<file path="src/rtl/frame_scheduler.sv">
// frame_scheduler: per-frame sequencer that starts update units one at a time
// in index order with a start/done handshake and a per-unit watchdog.
module frame_scheduler #(
    parameter int unsigned N_UNITS = 4,
    parameter int unsigned TIMEOUT = 4096
) (
    input  logic               clk,
    input  logic               rstn,
    input  logic               new_frame,
    input  logic               pause,
    input  logic [N_UNITS-1:0] unit_enable,
    input  logic [N_UNITS-1:0] unit_done,
    input  logic               err_clear,
    output logic [N_UNITS-1:0] unit_start,
    output logic               busy,
    output logic               frame_done,
    output logic [15:0]        frame_count,
    output logic [N_UNITS-1:0] err_mask,
    output logic [7:0]         overrun_count
);

    localparam int unsigned IDX_W = (N_UNITS > 1) ? $clog2(N_UNITS) : 1;
    localparam int unsigned TMR_W = $clog2(TIMEOUT);
    localparam logic [TMR_W-1:0] TMR_LAST = TMR_W'(TIMEOUT - 1);

    typedef enum logic [1:0] {
        S_IDLE   = 2'd0,
        S_ISSUE  = 2'd1,
        S_WAIT   = 2'd2,
        S_FINISH = 2'd3
    } state_t;

    state_t             r_state;
    state_t             w_state_nxt;
    logic [IDX_W-1:0]   r_idx;
    logic [IDX_W-1:0]   w_idx_nxt;
    logic [N_UNITS-1:0] r_mask;
    logic [N_UNITS-1:0] w_mask_nxt;
    logic [TMR_W-1:0]   r_timer;
    logic [TMR_W-1:0]   w_timer_nxt;

    logic [N_UNITS-1:0] r_unit_start;
    logic               r_busy;
    logic               r_frame_done;
    logic [15:0]        r_frame_count;
    logic [N_UNITS-1:0] r_err_mask;
    logic [7:0]         r_overrun_count;

    logic               w_first_vld;
    logic [IDX_W-1:0]   w_first_idx;
    logic               w_next_vld;
    logic [IDX_W-1:0]   w_next_idx;
    logic               w_accept;
    logic               w_unit_end;
    logic [N_UNITS-1:0] w_err_set;
    logic               w_overrun;

    logic [N_UNITS-1:0] w_unit_start_nxt;
    logic               w_busy_nxt;
    logic               w_frame_done_nxt;
    logic [15:0]        w_frame_count_nxt;
    logic [N_UNITS-1:0] w_err_mask_nxt;
    logic [7:0]         w_overrun_count_nxt;

    // Lowest enabled unit for a new frame, and next latched unit above the current index
    always_comb begin
        w_first_vld = 1'b0;
        w_first_idx = '0;
        w_next_vld  = 1'b0;
        w_next_idx  = '0;
        for (int i = int'(N_UNITS) - 1; i >= 0; i--) begin
            if (unit_enable[i]) begin
                w_first_vld = 1'b1;
                w_first_idx = IDX_W'(i);
            end
            if (r_mask[i] && (i > int'(r_idx))) begin
                w_next_vld = 1'b1;
                w_next_idx = IDX_W'(i);
            end
        end
    end

    // State register and sequencing context
    always_ff @(posedge clk or negedge rstn) begin
        if (!rstn) begin
            r_state <= S_IDLE;
            r_idx   <= '0;
            r_mask  <= '0;
            r_timer <= '0;
        end else begin
            r_state <= w_state_nxt;
            r_idx   <= w_idx_nxt;
            r_mask  <= w_mask_nxt;
            r_timer <= w_timer_nxt;
        end
    end

    // Next-state logic, watchdog, and next values of the registered outputs
    always_comb begin
        w_state_nxt = r_state;
        w_idx_nxt   = r_idx;
        w_mask_nxt  = r_mask;
        w_timer_nxt = r_timer;
        w_accept    = 1'b0;
        w_unit_end  = 1'b0;
        w_err_set   = '0;
        w_overrun   = new_frame && (r_state != S_IDLE);

        case (r_state)
            S_IDLE: begin
                if (new_frame && !pause) begin
                    w_accept   = 1'b1;
                    w_mask_nxt = unit_enable;
                    if (w_first_vld) begin
                        w_idx_nxt   = w_first_idx;
                        w_state_nxt = S_ISSUE;
                    end else begin
                        w_state_nxt = S_FINISH;
                    end
                end
            end
            S_ISSUE: begin
                w_timer_nxt = '0;
                w_state_nxt = S_WAIT;
            end
            S_WAIT: begin
                if (unit_done[r_idx]) begin
                    w_unit_end = 1'b1;
                end else if (r_timer == TMR_LAST) begin
                    w_unit_end       = 1'b1;
                    w_err_set[r_idx] = 1'b1;
                end else begin
                    w_timer_nxt = r_timer + TMR_W'(1);
                end
                if (w_unit_end) begin
                    if (w_next_vld) begin
                        w_idx_nxt   = w_next_idx;
                        w_state_nxt = S_ISSUE;
                    end else begin
                        w_state_nxt = S_FINISH;
                    end
                end
            end
            S_FINISH: begin
                w_state_nxt = S_IDLE;
            end
            default: begin
                w_state_nxt = S_IDLE;
            end
        endcase

        w_unit_start_nxt = (w_state_nxt == S_ISSUE) ? (N_UNITS'(1) << w_idx_nxt) : '0;
        w_busy_nxt       = (w_state_nxt != S_IDLE);
        w_frame_done_nxt = (w_state_nxt == S_FINISH);

        w_frame_count_nxt = w_accept ? (r_frame_count + 16'd1) : r_frame_count;

        // A set event in the same cycle as a clear survives the clear
        w_err_mask_nxt = (err_clear ? '0 : r_err_mask) | w_err_set;

        if (w_overrun) begin
            if (err_clear) begin
                w_overrun_count_nxt = 8'd1;
            end else if (r_overrun_count == 8'hFF) begin
                w_overrun_count_nxt = 8'hFF;
            end else begin
                w_overrun_count_nxt = r_overrun_count + 8'd1;
            end
        end else if (err_clear) begin
            w_overrun_count_nxt = 8'd0;
        end else begin
            w_overrun_count_nxt = r_overrun_count;
        end
    end

    // Registered outputs
    always_ff @(posedge clk or negedge rstn) begin
        if (!rstn) begin
            r_unit_start    <= '0;
            r_busy          <= 1'b0;
            r_frame_done    <= 1'b0;
            r_frame_count   <= '0;
            r_err_mask      <= '0;
            r_overrun_count <= '0;
        end else begin
            r_unit_start    <= w_unit_start_nxt;
            r_busy          <= w_busy_nxt;
            r_frame_done    <= w_frame_done_nxt;
            r_frame_count   <= w_frame_count_nxt;
            r_err_mask      <= w_err_mask_nxt;
            r_overrun_count <= w_overrun_count_nxt;
        end
    end

    assign unit_start    = r_unit_start;
    assign busy          = r_busy;
    assign frame_done    = r_frame_done;
    assign frame_count   = r_frame_count;
    assign err_mask      = r_err_mask;
    assign overrun_count = r_overrun_count;

endmodule

</file>
<file path="config.mk">
export PLATFORM = sky130hd
export DESIGN_NAME = frame_scheduler
export DESIGN_NICKNAME = d
export VERILOG_FILES = /design/src/rtl/frame_scheduler.sv
export SDC_FILE = /design/constraint.sdc
export NUM_CORES = 1
export LEC_CHECK = 0
export BUFFER_PORTS_ARGS = -buffer_cell sky130_fd_sc_hd__buf_2
export CAP_MARGIN = 0
export CORE_MARGIN = 2
export CORE_UTILIZATION = 40
export DETAILED_ROUTE_END_ITERATION = 8
export PLACE_DENSITY = 0.69
export SLEW_MARGIN = 25
export SYNTH_ARGS = -nofsm -noshare
export SYNTH_HDL_FRONTEND = slang
export SYNTH_SLANG_ARGS = --single-unit
</file>
<file path="constraint.sdc">
create_clock -name clk -period 3.25 [get_ports clk]
set_input_delay 0.325 -clock clk [delete_from_list [all_inputs] [get_ports clk]]
set_output_delay 0.325 -clock clk [all_outputs]
set_load 0.01 [all_outputs]
</file>
# [Yosys cells after proc, flatten, opt, wreduce, memory -nomap -nowiden]
# Index checks and enable logic that the tools add are counted.
[word_totals] reg_bits=54 out_inout_bits=34 inputBits=13
[op_classes] order_cmp=5 bitwise=1 shift=1 addsub=3 muxes=45 eq_ne=9 reduce_logical=14
[op_table] operator="$mux 8" n=4
[op_table] operator="$mux 2" n=15
[op_table] operator="$mux 12" n=2
[op_table] operator="$pmux 12 s2" n=1
[op_table] operator="$mux 4" n=5
[op_table] operator="$add 16x1->16 const B" n=1
[op_table] operator="$mux 1" n=14
[op_table] operator="$add 12x1->12 const B" n=1
[op_table] operator="$eq 12x12->1 const B" n=1
[op_table] operator="$add 8x1->8 const B" n=1
[op_table] operator="$eq 8x8->1 const B" n=1
[op_table] operator="$pmux 2 s4" n=1
[op_table] operator="$reduce_bool 2->1" n=4
[op_table] operator="$eq 2x2->1 const B" n=3
[op_table] operator="$logic_and 1x1->1" n=6
[op_table] operator="$eq 2x1->1 const B" n=2
[op_table] operator="$gt 2x2->1 const A" n=2
[op_table] operator="$ne 2x2->1 const B" n=2
[op_table] operator="$or 4x4->4" n=1
[op_table] operator="$pmux 2 s2" n=1
[op_table] operator="$shl 1x2->4 const A" n=1
[op_table] operator="$lt 2x3->1 const B" n=1
[op_table] operator="$reduce_and 3->1" n=1
[op_table] operator="$bmux 1 s2" n=1
[op_table] operator="other kinds (6)" n=6

# [Longest topological paths before layout]
[logic_depth] word_depth=10 mapped_depth=11

# [Least setup slack after synthesis]
# No wires, ideal clock.
[synth_timing] path_kind="flip-flop to flip-flop" from="register r_state[0]" to="register r_frame_count[15] (netlist: frame_count[15])" arrival_time_ns=1.794 path_stages_with_launch=9 setup_time_ns=0.124 setup_slack_ns=1.331 n_path_buf=1 cell_sequence="dfrtp_1 > inv_1 > ha_1 > buf_2 > nand3b_1 > nor2_1 > nand2_1 > or4_1 > xnor2_1"
[synth_between] elab_chain_cells=2
[synth_lines] element="start: declaration" line_no="33" source="state_t r_state;"
[synth_lines] element="start signal: assignment" line_no="91" source="r_state <= w_state_nxt;"
[synth_lines] element="$logic_not 2->1" line_no="109" source="case (r_state)"
[synth_lines] element="$mux 1" line_no="109"
[synth_lines] element="end signal: assignment" line_no="189" source="r_frame_count <= w_frame_count_nxt;"
[synth_lines] element="end: declaration" line_no="45" source="logic [15:0] r_frame_count;"
# Every way passes these cells.
# A chain may end at the register's enable or synchronous reset.

# [Worst setup path in the final report]
[layout_timing] from="register r_state[1]" to="register r_frame_count[15] (netlist: frame_count[15])"
# Same word-level chain as after synthesis.

==> run_results.csv <==
group,metric,value,unit
run_status,status,"complete, no violations",
die,rows,29,
global_route,first_global_vias,1965,
clock_tree,hold_buffers,0,
timing,rsz0062_at_grt,"false",
timing,hold_viol,0,
synth,ys_seq_area_share,50.9,%
worst_hold_path,hold_path.class,"in -> async",
timing,finalCriticalPeriod,2.20,ns
final_layout,drive_gt1_share,20.1,%
drt,firstDrtPassIters,4,
final_layout,seq_area,1330,um2
setup_path,crit_arrival,2.39,ns
timing,setup_viol_count_final,0,
final_layout,nFillCells,628,
timing,period_share,67.7,%
clock_tree,clockBufferDepth,2,
setup_path,critPathLaunchType,"flip-flop",
global_route,grt_max_degree,33,
synth,synthDistinctLibCells,47,
power_and_ir_drop,powerDensity,683,nW/um2
die,start_util,41.3,%
drt,vias,2055,
setup_path,crit_path_end_kind,"flip-flop",
clock_tree,clock-sinks,53,
drt,post-route-drc-count,0,
final_layout,multiInputGateArea,1180,um2
synth,yosysWarningCount,0,
synth,synth_area_leaders,"dfrtp_1 51%, nand2_1 4.3%, nand3_1 4.2%, nor2_1 4.0%, xnor2_1 4.0%",
die,boundaryPins,47,
power_and_ir_drop,p_leak,1.50,nW
clock_tree,clkTransAtPathRegs,0.09,ns
timing,relSlewSlack,53.0,%
clock_tree,numCtsBuffers,5,
global_route,antenna_found_initial,0,
flow_run,maxCapViolations,0,
synth,synth_most_common_cell,"dfrtp_1",
global_route,grt_use_total,15.8,%
synth,netlist_instances,265,
setup_path,crit_type,"reg -> reg",
synth,synth.top_cell.area_share,50.9,%
timing,worst_pin_slew,0.705,ns
power_and_ir_drop,intPower,1.30,mW
die,fp.dieArea,7170,um2
synth,ys_async_sr_fraction,100,%
die,die-height,84.7,um
clock_tree,htreeDepth,2,
die,core,6310,um2
synth,synth_seq_cells,53,
drt,wl,5320,um
final_layout,antennaDiodeCount,0,
final_layout,stdcell_area,3040,um2
clock_tree,insertion_delay,0.30,ns
die,die_width,84.7,um
drt,dr.first_iter.drc_count,107,
synth,ys.flop_type,"dfrtp_1",
place,io_buffer_count,46,
setup_path,cp.required,3.44,ns
place,routabilityCongestion,0.774,
drt,wl_per_cell,13.6,um
power_and_ir_drop,power.share.clock,21.9,%
clock_tree,postCtsSetupRepairBufs,0,
clock_tree,cts-root-buf,"clkbuf_8",
synth,syn_area,2600,um2
synth,synth.cells.most_frequent,"53 x dfrtp_1, 30 x nand2_1, 28 x nor2_1",
synth,yosysTopAreaCell,"dfrtp_1",
power_and_ir_drop,ir_drop,0.000369,V
power_and_ir_drop,p_sw,0.775,mW
place,placed_area,2920,um2
power_and_ir_drop,swShare,37.4,%
clock_tree,cts_tree,"done",
timing,fmax,0.455,GHz
drt,vias_per_cell,5.26,
final_layout,nets,331,
place,dpl.hpwl,3980,um
power_and_ir_drop,power_frac_seq,42.4,%
power_and_ir_drop,p_comb_share,35.7,%
timing,fin_tns_setup,0,ns
drt,antenna_left,0,
timing,slew_viol_final,0,
clock_tree,cts_resized,0,
synth,synth_edf_count,0,
synth,synth_fp_nets,283,
synth,avgSynthCellArea,9.83,um2
global_route,grt-ovfl-total,0,
timing,fin_worst_skew,0.00892,ns
final_layout,area.growth.synth_to_final,16.6,%
global_route,grt_pass1_wl,9200,um
setup_path,worstPathMaxFanout,10,
==> through the flow <==
step	hold slack, ns	worst slack, ns	utilization (%)	power (mW)	cells
2_1_floorplan	0.0294	1.33	-	1.41	265
5_1_grt	0.111	0.837	48.1	2.24	391
3_5_place_dp	0.424	1.08	46.3	1.63	383
4_1_cts	0.0913	1.06	48.1	2.09	391
6_report	0.0661	1.05	48.1	2.07	391
3_3_place_gp	0.417	1.15	46.3	1.62	383
==> sequential cells by signal, indices dropped and copies added, names as in the netlist, 2 cells and up <==
name	cells
err_mask	4
frame_count	16
overrun_count	8
r_idx	2
r_mask	3
r_state	2
r_timer	12
unit_start	4
==> worst paths after layout <==
| check | to | slack, ns | startpoint | cells past startpoint |
|---|---|---|---|---|
| max in group asynchronous | r_state[1] | 2.54 | rstn | 2 |
| hold reg to reg | frame_count[6] | 0.49 | frame_count[6] | 1 |
| min in group clk | err_mask[0] | 0.23 | unit_done[0] | 2 |
| setup / recovery | frame_count[15] | 1.05 | r_state[1] | 7 |
| setup reg to reg | frame_count[15] | 1.05 | r_state[1] | 7 |
| hold / removal | r_mask[3] | 0.07 | rstn | 1 |
==> metal layers <==
metal / vias up / global-route usage (%) / wire [um]
met3: 6 / 4.23 / 291
met4: 0 / 4.76 / 51
met2: 45 / 23.1 / 2370
li1: 1018 / - / -
met1: 986 / 22.9 / 2600
met5: - / 0 / 0
==> placed cells by master, fill, tap and decap left out, types with 7 or more instances in the layout <==
cell	count
o21ai_0	11
dfrtp_1	53
nand2_1	30
inv_1	16
and3_1	7
buf_2	46
nor2_1	28
xnor2_1	12
xor2_1	10
nand3_1	22
==> layout make-up <==
cell class / count / area share, %
clock buffers: 7 / 2.84
flip-flops and latches: 53 / 43.7
clock inverters: 1 / 0.989
well taps: 77 / 3.17
multi-input cells: 187 / 38.9
repair buffers: 49 / 8.32
inverters: 17 / 2.10
==> logic make-up (layout without fill, tap and decap cells) <==
| logic type | after synthesis | after routing | synth area share [%] |
|---|---|---|---|
| compound gates | 38 | 38 | 10.5 |
| xor+xnor | 22 | 22 | 7.40 |
| fa+ha+maj | 5 | 5 | 2.40 |
| buf+inv | 25 | 74 | 3.75 |
| flops | 53 | 53 | 50.9 |
| mux | 6 | 6 | 2.83 |
| simple gates | 116 | 116 | 22.2 |
==> worst max-delay path, stage by stage (launching register included) <==
cell and delay (ns):
dfrtp_1 0.43, inv_1 0.08, ha_1 0.34, nand3b_1 0.26, nor2_1 0.31, nand2_1 0.11
or4_1 0.42, xnor2_1 0.14
==> power groups by stage <==
| stage | clock (mW) | sequential (mW) | combinational [mW] |
|---|---|---|---|
| after floorplan | 0 | 0.896 | 0.515 |
| after CTS | 0.468 | 0.880 | 0.745 |
| after global placement | 0 | 0.890 | 0.729 |
| after global routing | 0.499 | 0.899 | 0.841 |
| after detailed placement | 0 | 0.890 | 0.742 |
| final | 0.453 | 0.880 | 0.740 |
Note: power is estimated with default switching activity, not from simulation.
